$ cat src/rtl/ser_64_8_pkg.sv
// Shared types and widths for the 64->8 serializer scheduler.
package ser_64_8_pkg;

  localparam int unsigned WORD_W         = 64;
  localparam int unsigned BYTE_W         = 8;
  localparam int unsigned BYTES_PER_WORD = 8;

  typedef enum logic [1:0] {
    IDLE,
    LOAD,
    DRAIN
  } sched_state_t;

endpackage

$ cat src/rtl/ser_64_8_sched_rr_arbiter.sv
// Combinational round-robin pick: first requester strictly after the last grant.
module rr_arbiter #(
  parameter int unsigned N = 4,
  parameter int unsigned W = $clog2(N)
) (
  input  logic [N-1:0] req,
  input  logic [W-1:0] last,
  output logic [W-1:0] gnt,
  output logic         found
);

  int unsigned k;

  always_comb begin
    gnt   = '0;
    found = 1'b0;
    k     = 0;
    for (int unsigned i = 1; i <= N; i++) begin
      k = 32'(last) + i;
      if (k >= N) k = k - N;
      if (!found && req[W'(k)]) begin
        found = 1'b1;
        gnt   = W'(k);
      end
    end
  end

endmodule

$ cat src/rtl/ser_64_8_sched.sv
// Round-robin scheduler sharing one 64->8 serializer among N_SRC word sources.
module ser_64_8_sched
  import ser_64_8_pkg::*;
#(
  parameter int unsigned N_SRC   = 4,
  parameter int unsigned TIMEOUT = 64,
  parameter int unsigned SRC_W   = $clog2(N_SRC)
) (
  input  logic                      clk,
  input  logic                      reset_n,
  input  logic [N_SRC-1:0]          src_valid,
  input  logic [N_SRC*WORD_W-1:0]   src_data,
  output logic [N_SRC-1:0]          src_ack,
  output logic                      ser_strobe_in,
  output logic [WORD_W-1:0]         ser_input_data,
  output logic                      ser_req_data,
  input  logic                      ser_ready,
  input  logic                      ser_data_end,
  input  logic                      ser_strobe_out,
  input  logic [BYTE_W-1:0]         ser_data_out,
  output logic                      out_valid,
  output logic [BYTE_W-1:0]         out_data,
  output logic [SRC_W-1:0]          out_src,
  output logic                      out_last,
  output logic                      busy,
  output logic                      err_timeout,
  output logic                      err_len
);

  localparam int unsigned WD_W = $clog2(TIMEOUT);

  sched_state_t        state_q, state_d;
  logic [SRC_W-1:0]    last_q, last_d, cur_q, cur_d, gnt;
  logic [3:0]          byte_q, byte_d, byte_inc;
  logic [WD_W-1:0]     wd_q, wd_d;
  logic                found, strobe_d, req_d, tmo_d, len_d, fwd;
  logic [N_SRC-1:0]    ack_d;
  logic [WORD_W-1:0]   data_d, sel_word;

  rr_arbiter #(.N(N_SRC), .W(SRC_W)) u_arb (
    .req   (src_valid),
    .last  (last_q),
    .gnt   (gnt),
    .found (found)
  );

  // Next-state and next-output logic
  always_comb begin
    state_d  = state_q;
    last_d   = last_q;
    cur_d    = cur_q;
    byte_d   = byte_q;
    wd_d     = wd_q;
    strobe_d = 1'b0;
    ack_d    = '0;
    data_d   = ser_input_data;
    req_d    = 1'b0;
    tmo_d    = err_timeout;
    len_d    = err_len;
    byte_inc = byte_q + 4'd1;
    fwd      = (state_q == DRAIN) && ser_strobe_out;
    sel_word = '0;
    for (int unsigned i = 0; i < N_SRC; i++) begin
      if (SRC_W'(i) == gnt) sel_word = src_data[i*WORD_W +: WORD_W];
    end

    case (state_q)
      IDLE: begin
        if (found) begin
          state_d  = LOAD;
          data_d   = sel_word;
          strobe_d = 1'b1;
          ack_d    = N_SRC'(1) << gnt;
          cur_d    = gnt;
          last_d   = gnt;
          wd_d     = '0;
          byte_d   = '0;
        end
      end
      LOAD: begin
        if (ser_ready) state_d = DRAIN;
      end
      DRAIN: begin
        req_d = ser_ready;
        if (ser_strobe_out) begin
          byte_d = byte_inc;
          if (ser_data_end) begin
            if (byte_inc != 4'(BYTES_PER_WORD)) len_d = 1'b1;
            byte_d  = '0;
            req_d   = 1'b0;
            state_d = IDLE;
          end
        end
      end
      default: state_d = IDLE;
    endcase

    // Watchdog only fires on a word that is not completing this cycle
    if (state_q != IDLE && state_d != IDLE) begin
      if (wd_q == WD_W'(TIMEOUT - 1)) begin
        tmo_d   = 1'b1;
        req_d   = 1'b0;
        byte_d  = '0;
        state_d = IDLE;
      end else begin
        wd_d = wd_q + WD_W'(1);
      end
    end
  end

  always_ff @(posedge clk or negedge reset_n) begin
    if (!reset_n) begin
      state_q        <= IDLE;
      last_q         <= SRC_W'(N_SRC - 1);
      cur_q          <= '0;
      byte_q         <= '0;
      wd_q           <= '0;
      src_ack        <= '0;
      ser_strobe_in  <= 1'b0;
      ser_input_data <= '0;
      ser_req_data   <= 1'b0;
      out_valid      <= 1'b0;
      out_data       <= '0;
      out_src        <= '0;
      out_last       <= 1'b0;
      busy           <= 1'b0;
      err_timeout    <= 1'b0;
      err_len        <= 1'b0;
    end else begin
      state_q        <= state_d;
      last_q         <= last_d;
      cur_q          <= cur_d;
      byte_q         <= byte_d;
      wd_q           <= wd_d;
      src_ack        <= ack_d;
      ser_strobe_in  <= strobe_d;
      ser_input_data <= data_d;
      ser_req_data   <= req_d;
      out_valid      <= fwd;
      out_data       <= fwd ? ser_data_out : '0;
      out_src        <= fwd ? cur_q : '0;
      out_last       <= fwd && ser_data_end;
      busy           <= (state_d != IDLE);
      err_timeout    <= tmo_d;
      err_len        <= len_d;
    end
  end

endmodule

$ cat config.mk
export PLATFORM = sky130hd
export DESIGN_NAME = ser_64_8_sched
export DESIGN_NICKNAME = d
export VERILOG_FILES = /design/src/rtl/ser_64_8_pkg.sv /design/src/rtl/ser_64_8_sched_rr_arbiter.sv /design/src/rtl/ser_64_8_sched.sv
export SDC_FILE = /design/constraint.sdc
export NUM_CORES = 1
export LEC_CHECK = 0
export ABC_AREA = 1
export ABC_CLOCK_PERIOD_IN_PS = 2450
export BUFFER_PORTS_ARGS = -buffer_cell sky130_fd_sc_hd__buf_2
export CAP_MARGIN = 10
export CORE_AREA = 4 4 136 138
export DETAILED_ROUTE_END_ITERATION = 7
export DIE_AREA = 0 0 140 142
export GPL_TIMING_DRIVEN = 0
export PLACE_DENSITY = 0.7
export SKIP_CTS_REPAIR_TIMING = 1
export SLEW_MARGIN = 15
export SYNTH_ARGS = -nofsm -noshare
export SYNTH_HDL_FRONTEND = slang
export SYNTH_SLANG_ARGS = --single-unit
$ cat constraint.sdc
create_clock -name clk -period 2.45 [get_ports clk]
set_clock_uncertainty 0.1 [all_clocks]
set_input_delay 0.49 -clock clk [delete_from_list [all_inputs] [get_ports clk]]
set_output_delay 0.49 -clock clk [all_outputs]
set_load 0.005 [all_outputs]
==> results.toml <==
[setup_path]
crit_type = "reg -> reg"
required_ns = 2.59
crit_top_cell = "nand2_1"
critical_path.top_delay_family = "simple AND/OR/NAND/NOR gates"
critPathBufInv = 4
slowest_delay_ns = 0.54
path_max_fanout = 10
start_kind = "register"
cp-end-kind = "register"
critPathSlowestCell = "dfstp_2"
critPathArrivalTime_ns = 2.60
cp_cell_sequence = "buf_8 -> inv_8 -> nand2_1 -> nand2_2 -> nand2_2 -> nand2_4 -> nor2_4 -> nand3_4 -> nand3_2 -> buf_6 -> buf_6 -> nand3_1 -> nand3_1 -> nand2_1 -> nand2_1 -> nand2_1"

[floorplan]
die-area_um2 = 19880
rows = 48
die-height_um = 142
core_um2 = 17180
start_util = 0.3761
ioPinCount = 358
die_w_um = 140

[synth]
synth-edff-count = 0
ys_types = 33
yosysSeqAreaShare = 0.3916
yosys-top-cells-area = "dfrtp_1 (38%), nand2_1 (24%), inv_1 (9.4%), nand3_1 (7.5%), o21ai_0 (5.0%)"
syn_avg_cell_area_um2 = 6.409
synth_common_cells = "nand2_1 (408), inv_1 (162), dfrtp_1 (99), nand3_1 (97), o21ai_0 (65)"
yosys_register_bits = 101
synth_top_area_share = 0.3835
synth_most_common_cell = "nand2_1"
synthFlopType = "dfrtp_1"
yosysTopAreaCell = "dfrtp_1"
synthArstFlopShare = 1.000
yosysWarnings = 0
synth_fp_nets = 1283
syn-cell-area_um2 = 6460
syn_inst = 1008

[detailed_routing]
dr.pass1.iters = 5
wl_per_cell_um = 16.26
totalWireLength_um = 26580
drc = 0
avgViaCountPerCell = 4.723
num_vias = 7718
first_iter_violations = 355
ant_nets = 0

[finish]
fin_area_um2 = 9559
drive_gt1_frac = 0.3675
area_growth_pct = 47.98
fin_util = 0.5565
fin_nets = 1674

[clocking]
clk_latency_ns = 0.35
clock_sinks = 101
clockBufferDepth = 2
cts_made_buffers = 9
cts.reportedPaths.clkPinSlew_ns = 0.08
cts_max_level = 3
cts_root_buffer = "clkbuf_16"
tritoncts = "yes"

[run]
maxCapViolCount = 0

[run_status]
outcome = "complete, but fails checks"
violations = "negative setup slack"

[pwr]
p_switching_mw = 9.051
powerDensity_nw_per_um2 = 1826
swShare = 0.5184
p_comb_frac = 0.753
power_frac_seq = 0.160
p_leak_nw = 5.923
ir_drop_uv = 901.8
clockPowerShare = 0.088
p_int_mw = 8.409

[timing]
relSlewSlack = 0.6050
hold_viol = 0
post-route-min-period_ns = 2.461
final.period_utilization = 1.004
finalSetupViolations = 3
fmax_ghz = 0.4064
worst_pin_slew_ns = 0.5904
setup_ws_ns = -0.01089
rsz0062_at_grt = "yes"
slew_violations = 0

[placed_design]
io_buffers = 357
place.gp.congestion = 0.9369
pre_cts_ws_ns = -0.4202
hpwl_um = 20410
dpl_cell_area_um2 = 8562

[worst_hold_path]
hp-class = "in -> reg"

[global_routing]
grt.total_usage = 0.2503
grt-ovfl-total = 0
busiest_layer = "met2"
use_met1 = 0.3089
use_met2 = 0.4282
grt_pass1_wl_um = 39030
met3_usage = 0.06855
grt_max_degree = 59
antenna_found_initial = 7
first_global_vias = 7185
==> registers in the layout, summed over array words and instances (netlist names), 2 cells and up <==
| register | cells |
|---|---|
| state_q | 2 |
| ser_input_data | 64 |
| last_q | 2 |
| src_ack | 4 |
| byte_q | 4 |
| wd_q | 6 |
| out_data | 8 |
| out_src | 2 |
| cur_q | 2 |
==> area by class of cell <==
class	count	area (um2)
clock inverters	7	81.33
diodes	5	12.51
well taps	225	281.5
plain buffers	50	421.7
inverters	169	649.4
clock buffers	9	225.2
repair buffers	381	2076
fillers	1753	7617
multi-input cells	687	3282
flip-flops and latches	101	2530
==> metrics by stage <==
stage	TNS, ns	instances	hold WS, ns	power, mW
5_1_grt	-7.405	1633	0.2218	19.20
3_5_place_dp	-27.20	1591	0.3379	13.66
3_3_place_gp	-66.97	1590	0.3530	13.48
6_report	-0.01964	1634	0.2321	17.46
4_1_cts	-28.42	1607	-0.04811	15.22
2_1_floorplan	0	1008	0.09441	10.01
==> per-layer routing <==
metal	wire [um]	part of all wire
met1	10490	0.39
met2	13260	0.50
met3	2047	0.077
met4	736	0.028
met5	34	0.0013
==> worst paths after layout <==
| kind | from | endpoint | slack (ns) | depth (start not counted) |
|---|---|---|---|---|
| worst max-delay path | last_q[0]$_DFFE_PN1P_ | ser_input_data[58]$_DFFE_PN0P_ | -0.01 | 16 |
| worst min-delay path | ser_data_out[4] | out_data[4]$_DFF_PN0_ | 0.23 | 3 |
| worst max register to register | last_q[0]$_DFFE_PN1P_ | ser_input_data[58]$_DFFE_PN0P_ | -0.01 | 16 |
| worst min register to register | err_len$_DFFE_PN0P_ | err_len$_DFFE_PN0P_ | 0.37 | 1 |
| max in group asynchronous | reset_n | ser_input_data[15]$_DFFE_PN0P_ | 1.07 | 3 |
| min in group asynchronous | reset_n | ser_input_data[56]$_DFFE_PN0P_ | 0.52 | 2 |
==> kinds of logic (layout without fill, tap and decap cells) <==
family	count (synthesis)	in the layout	share of synthesized area
flip-flops	101	101	0.3916
adder cells (fa/ha/maj)	2	2	0.003873
AO/OA/AOI/OAI	128	128	0.1011
AND/OR/NAND/NOR	552	553	0.3544
buffers and inverters	221	616	0.1435
XOR/XNOR	4	4	0.005424
other	0	5	0
==> layout by cell type, fill, tap and decap left out, drive strengths merged, types with 3 or more instances in the layout <==
cell type,n
dfrtp,99
inv,171
buf,411
xor2,3
a21oi,8
nand2,413
diode,5
nor2,28
nand4,11
o21ai,117
clkinv,4
nand3,99
clkbuf,28
==> power groups by stage <==
stage | logic [mW] | clock network, mW | registers (mW)
detailed placement | 10.9 | 0 | 2.76
CTS | 10.9 | 1.56 | 2.76
floorplan | 7.20 | 0 | 2.81
finish | 13.1 | 1.54 | 2.79
global placement | 10.7 | 0 | 2.77
global route | 14.7 | 1.62 | 2.87
==> worst register-to-register path: cells and delay by family (launching register included) <==
kind          cells  cell delay, ns
simple gates     12            1.21
flops             1            0.54
buf+inv           4            0.50
No activity file was read; power rests on OpenSTA's default activity.
